File: src/rtl/legv8_pkg.sv
// Shared LEGv8 instruction-field constants and opcode patterns for the IF stage and controlunit.
// Field positions follow the A64-style encoding used by the B, CBZ and B.cond formats.
package legv8_pkg;

   localparam int INSTR_W   = 32;
   localparam int OPC_W     = 11;

   localparam int OPC_MSB   = 31;
   localparam int OPC_LSB   = 21;
   localparam int IMM26_MSB = 25;
   localparam int IMM19_MSB = 23;
   localparam int IMM19_LSB = 5;

   localparam logic [INSTR_W-1:0] BUBBLE = 32'h0000_0000;

   // Opcode prefixes matched against the top bits of the 11-bit opcode field.
   localparam logic [5:0] OPC_B_PAT     = 6'b000101;
   localparam logic [5:0] OPC_BL_PAT    = 6'b100101;
   localparam logic [7:0] OPC_CBZ_PAT   = 8'b10110100;
   localparam logic [7:0] OPC_CBNZ_PAT  = 8'b10110101;
   localparam logic [7:0] OPC_BCOND_PAT = 8'b01010100;

endpackage

File: src/rtl/branch_target.sv
// Branch target adder: tgt = pc + (sext(imm) << 2), imm26 for B, imm19 for CBZ/B.cond.
// Latency: combinational. Backpressure: none, pure function of its inputs.
// Wrap-around modulo 2^ADDR_W is intended behaviour.
module branch_target
   import legv8_pkg::*;
#(
   parameter int ADDR_W = 64
) (
   input  logic [ADDR_W-1:0]    pc,
   input  logic [IMM26_MSB:0]   instr,
   input  logic                 uncond,
   output logic [ADDR_W-1:0]    tgt
);

   logic [ADDR_W-1:0] off;

   always_comb begin
      off = '0;
      if (uncond) begin
         off = {{(ADDR_W-IMM26_MSB-1){instr[IMM26_MSB]}}, instr[IMM26_MSB:0]};
      end else begin
         off = {{(ADDR_W-(IMM19_MSB-IMM19_LSB+1)){instr[IMM19_MSB]}},
                instr[IMM19_MSB:IMM19_LSB]};
      end
      tgt = pc + (off << 2);
   end

endmodule

File: src/rtl/instr_fetch.sv
// IF stage plus IF/ID register: PC, combinational imem address, registered word and PC.
// Latency: word fetched at pc appears on id_instr/id_pc one edge later.
// Backpressure: stall holds PC and IF/ID; a taken branch in ID overrides stall and flushes.
module instr_fetch
   import legv8_pkg::*;
#(
   parameter int                ADDR_W   = 64,
   parameter logic [ADDR_W-1:0] RESET_PC = '0
) (
   input  logic                 clk,
   input  logic                 reset,
   output logic [ADDR_W-1:0]    imem_addr,
   input  logic [INSTR_W-1:0]   imem_rdata,
   input  logic                 stall,
   input  logic                 br_take,
   input  logic                 br_uncond,
   output logic                 id_valid,
   output logic [INSTR_W-1:0]   id_instr,
   output logic [ADDR_W-1:0]    id_pc,
   output logic [OPC_W-1:0]     id_opcode
);

   logic [ADDR_W-1:0] pc;
   logic [ADDR_W-1:0] tgt;
   logic              eff_take;

   branch_target #(.ADDR_W(ADDR_W)) u_branch_target (
      .pc     (id_pc),
      .instr  (id_instr[IMM26_MSB:0]),
      .uncond (br_uncond),
      .tgt    (tgt)
   );

   // A branch request against a bubble has no real instruction behind it.
   assign eff_take  = br_take & id_valid;
   assign imem_addr = pc;
   assign id_opcode = id_instr[OPC_MSB:OPC_LSB];

   always_ff @(posedge clk or negedge reset) begin
      if (!reset) begin
         pc       <= RESET_PC;
         id_valid <= 1'b0;
         id_instr <= BUBBLE;
         id_pc    <= '0;
      end else if (eff_take) begin
         pc       <= tgt;
         id_valid <= 1'b0;
         id_instr <= BUBBLE;
         id_pc    <= '0;
      end else if (!stall) begin
         pc       <= pc + ADDR_W'(4);
         id_valid <= 1'b1;
         id_instr <= imem_rdata;
         id_pc    <= pc;
      end
   end

endmodule

File: config.mk
export PLATFORM = sky130hd
export DESIGN_NAME = instr_fetch
export DESIGN_NICKNAME = d
export VERILOG_FILES = /design/src/rtl/legv8_pkg.sv /design/src/rtl/branch_target.sv /design/src/rtl/instr_fetch.sv
export SDC_FILE = /design/constraint.sdc
export NUM_CORES = 1
export LEC_CHECK = 0
export CORE_ASPECT_RATIO = 1.5
export CORE_MARGIN = 2
export CORE_UTILIZATION = 58
export CTS_CLUSTER_DIAMETER = 120
export DETAILED_ROUTE_END_ITERATION = 7
export PLACE_DENSITY_LB_ADDON = 0.1
export SYNTH_ARGS = -nofsm -noshare
export SYNTH_HDL_FRONTEND = slang
export SYNTH_SLANG_ARGS = --single-unit
File: constraint.sdc
create_clock -name clk -period 6.3 [get_ports clk]
set_input_delay 1.89 -clock clk [delete_from_list [all_inputs] [get_ports clk]]
set_output_delay 1.89 -clock clk [all_outputs]
set_load 0.005 [all_outputs]
==> out/results.txt <==
sequential fraction of the synthesis area = 34.9%
critical path arrival = 5.88 ns
GRT busiest layer = met2
Detail Route Antenna Nets = 0
worst path required time = 6.63 ns
status = complete, no violations
DR vias = 10800
share of layout cells above drive strength 1 = 6.28%
Period Utilization, post-route = 88.0%
grt ovf = 0
IO buf count = 208
clock transition at the registers of the reported paths = 0.07 ns
Area Growth Syn to Fin = 24.1%
minimum clock period = 5.55 ns
FMAX = 180 MHz
vias per inst = 6.14
Detailed Place HPWL = 25.5 mm
CTS root buf = clkbuf_16
crit end category = flop
synth warn = 0
met1 usage = 39.2%
switching power = 2.39 mW
Simple-Gate Fraction of Synth Area = 19.2%
multiplexer area fraction after synthesis = 10.1%
met2 Usage GRT = 61.2%
IO Count = 209
ys async rst share = 100%
flop2flop setup slack = 2.62 ns
Max Cap Viol = 0
starting density of the core = 58.8%
largest net degree at the start of global routing = 162
r2r endpoint = imem_addr[60]
Final Skew = 0.0119 ns
P_leak = 6.30 nW
CTS tree = done
Cell Int Power = 3.39 mW
Sw Ratio = 41.3%
Antenna diodes = 0
Final Slew Violations = 0
first-pass GRT wire length = 56.7 mm
Post-synth EDFFs = 0
Max Root-Sink Buffers = 2
met3 usage = 6.86%
CTS resizes = 0
WL per Instance = 20.1 µm
cell row count = 63
critical path capture point = imem_addr[60]
Yosys reg bits = 161
Die H = 177 µm
critical path startpoint = br_uncond
RSZ-0062 raised after global routing = false
mean post-synth cell area = 8.72 µm²
Cells after Synth = 1324
FF-to-FF path depth = 13
Cell Area, Synth = 11500 µm²
Top FF cell, synth = dfrtp_1
complex-gate fraction of the synthesized area = 16.3%
die area = 21100 µm²
clk sink count = 161
Setup CP Type = primary input to flop
Total Nets Final = 1584
peak supply drop = 213 µV
core area = 19600 µm²
GP Congestion = 0.975
Critical Path Source Type = primary input
number of global-route vias before repair = 10600
Die Span X = 119 µm
Synth Area in XOR/XNOR = 8.95%
Combinational Power Share = 48.1%
# hold bufs at CTS = 0
Post-Synth Adder-Cell Area = 6.89%
Finish-stage setup viols = 0
initial antenna violation count = 0
final WL = 35.4 mm
Hold Crit Class = flop to flop
clock network power share = 19.0%
PnR Total Power = 5.78 mW
Mapped Nets = 1424
Final TNS setup = 0 ns
pwr dens = 403 nW/µm²
Crit Path Max Fanout = 9
commonest non-fill, non-tap cells in the layout = clkdlybuf4s50_1, nor2_1, dfrtp_1
residual DRC count = 0
htree depth = 4
gr usage total = 34.2%
insertion delay to the later sink of the worst-skew pair = 0.45 ns
total CTS buffers = 17
first-iteration detailed-routing DRC count = 691
most common cell after layout, fill and taps aside = clkdlybuf4s50_1
Setup Fix Bufs, Post-CTS = 0
largest family of logic cells by synthesized area = simple AND/OR/NAND/NOR gates
worst-margin pin slew = 1.06 ns
TritonRoute pass-1 iters = 5
Seq pwr share = 32.8%
Yosys cell types = 82
Hold Fails Final Rpt = 0
Rel. slew slack = 29.1%
reg-to-reg startpoint = id_instr[23]
routing by layer:
layer  up-vias  part of all wire (%)
met5         -                     0
li1       5024                     -
met4         0                   4.2
met3        95                   5.7
met2       399                    52
met1      5266                    38
logic make-up (layout without fill, tap and decap cells):
| kind of cell | count (synthesis) | in the layout |
|---|---|---|
| adder cells (fa/ha/maj) | 63 | 63 |
| flip-flops | 161 | 161 |
| AND/OR/NAND/NOR | 478 | 478 |
| XOR/XNOR | 118 | 118 |
| multiplexers | 114 | 114 |
| buffers and inverters | 99 | 272 |
| AO/OA/AOI/OAI | 291 | 291 |
synthesized netlist by cell type (all sizes together) (10+ instances only):
cell,instances,area share (%)
o211ai,11,0.76
dfrtp,161,35
xnor2,71,5.4
clkbuf,46,1.5
mux2i,96,8.3
nand3,43,2.0
nor2,174,5.7
ha,62,6.7
nand4,28,1.6
mux2,18,1.8
a21oi,98,4.2
nor3,27,1.3
a21o,18,1.2
and2,10,0.54
nand2,145,4.8
o21ai,83,3.6
inv,22,0.72
buf,31,1.5
a31oi,12,0.78
and3,14,0.76
xor2,47,3.6
power groups by stage:
stage                     logic [mW]  registers [mW]  clock network (mW)
after floorplan                 1.58            1.77                   0
after global placement          2.70            1.89                   0
after detailed placement        2.73            1.90                   0
after CTS                       2.77            1.89                1.10
after global routing            3.04            1.94                1.15
final                           2.78            1.90                1.10
worst min path at each step:
stage,from,to,slack [ns],depth (start not counted)
floorplan,id_pc[0],imem_addr[0],0.48,2
global placement,id_pc[1],imem_addr[1],0.48,2
detailed placement,id_pc[0],imem_addr[0],0.51,2
CTS,id_pc[0],imem_addr[0],0.52,2
global route,imem_addr[0],imem_addr[0],0.56,2
finish,id_pc[0],imem_addr[0],0.52,2
layout make-up:
cell class / count / area (µm²)
clock buffers: 17 / 425
clock inverters: 15 / 180
fillers: 1470 / 5300
inverters: 22 / 82.6
multi-input cells: 1064 / 7090
flip-flops and latches: 161 / 4030
well taps: 260 / 325
repair buffers: 218 / 2200
critical path, cell delays in order:
cell and delay, ns:
clkdlybuf4s50_1 0.76, mux2_2 0.41, ha_1 0.23, fa_1 0.41, a21o_1 0.21, a221o_1 0.41, a221oi_2 0.45, a2111oi_2 0.16
o211ai_2 0.21, a31oi_1 0.15, a21oi_1 0.22, xor2_1 0.26, o21ai_1 0.11
per-stage QoR:
step,std cells,cell area [µm²],hold WS [ns],setup slack [ns],util (%)
final,1757,14300,0.518,0.754,73.0
after global routing,1757,14300,0.561,0.530,73.0
after CTS,1757,14300,0.518,0.795,73.0
after detailed placement,1725,13700,0.509,0.356,69.9
after global placement,1725,13700,0.480,0.385,69.9
after floorplan,1324,11500,0.484,0.875,-
registers in the layout, indices dropped and copies added (netlist names):
register and flops:
imem_addr 64, id_valid 1, id_pc 64, id_instr 32
Power figures use the tool's default switching activity.
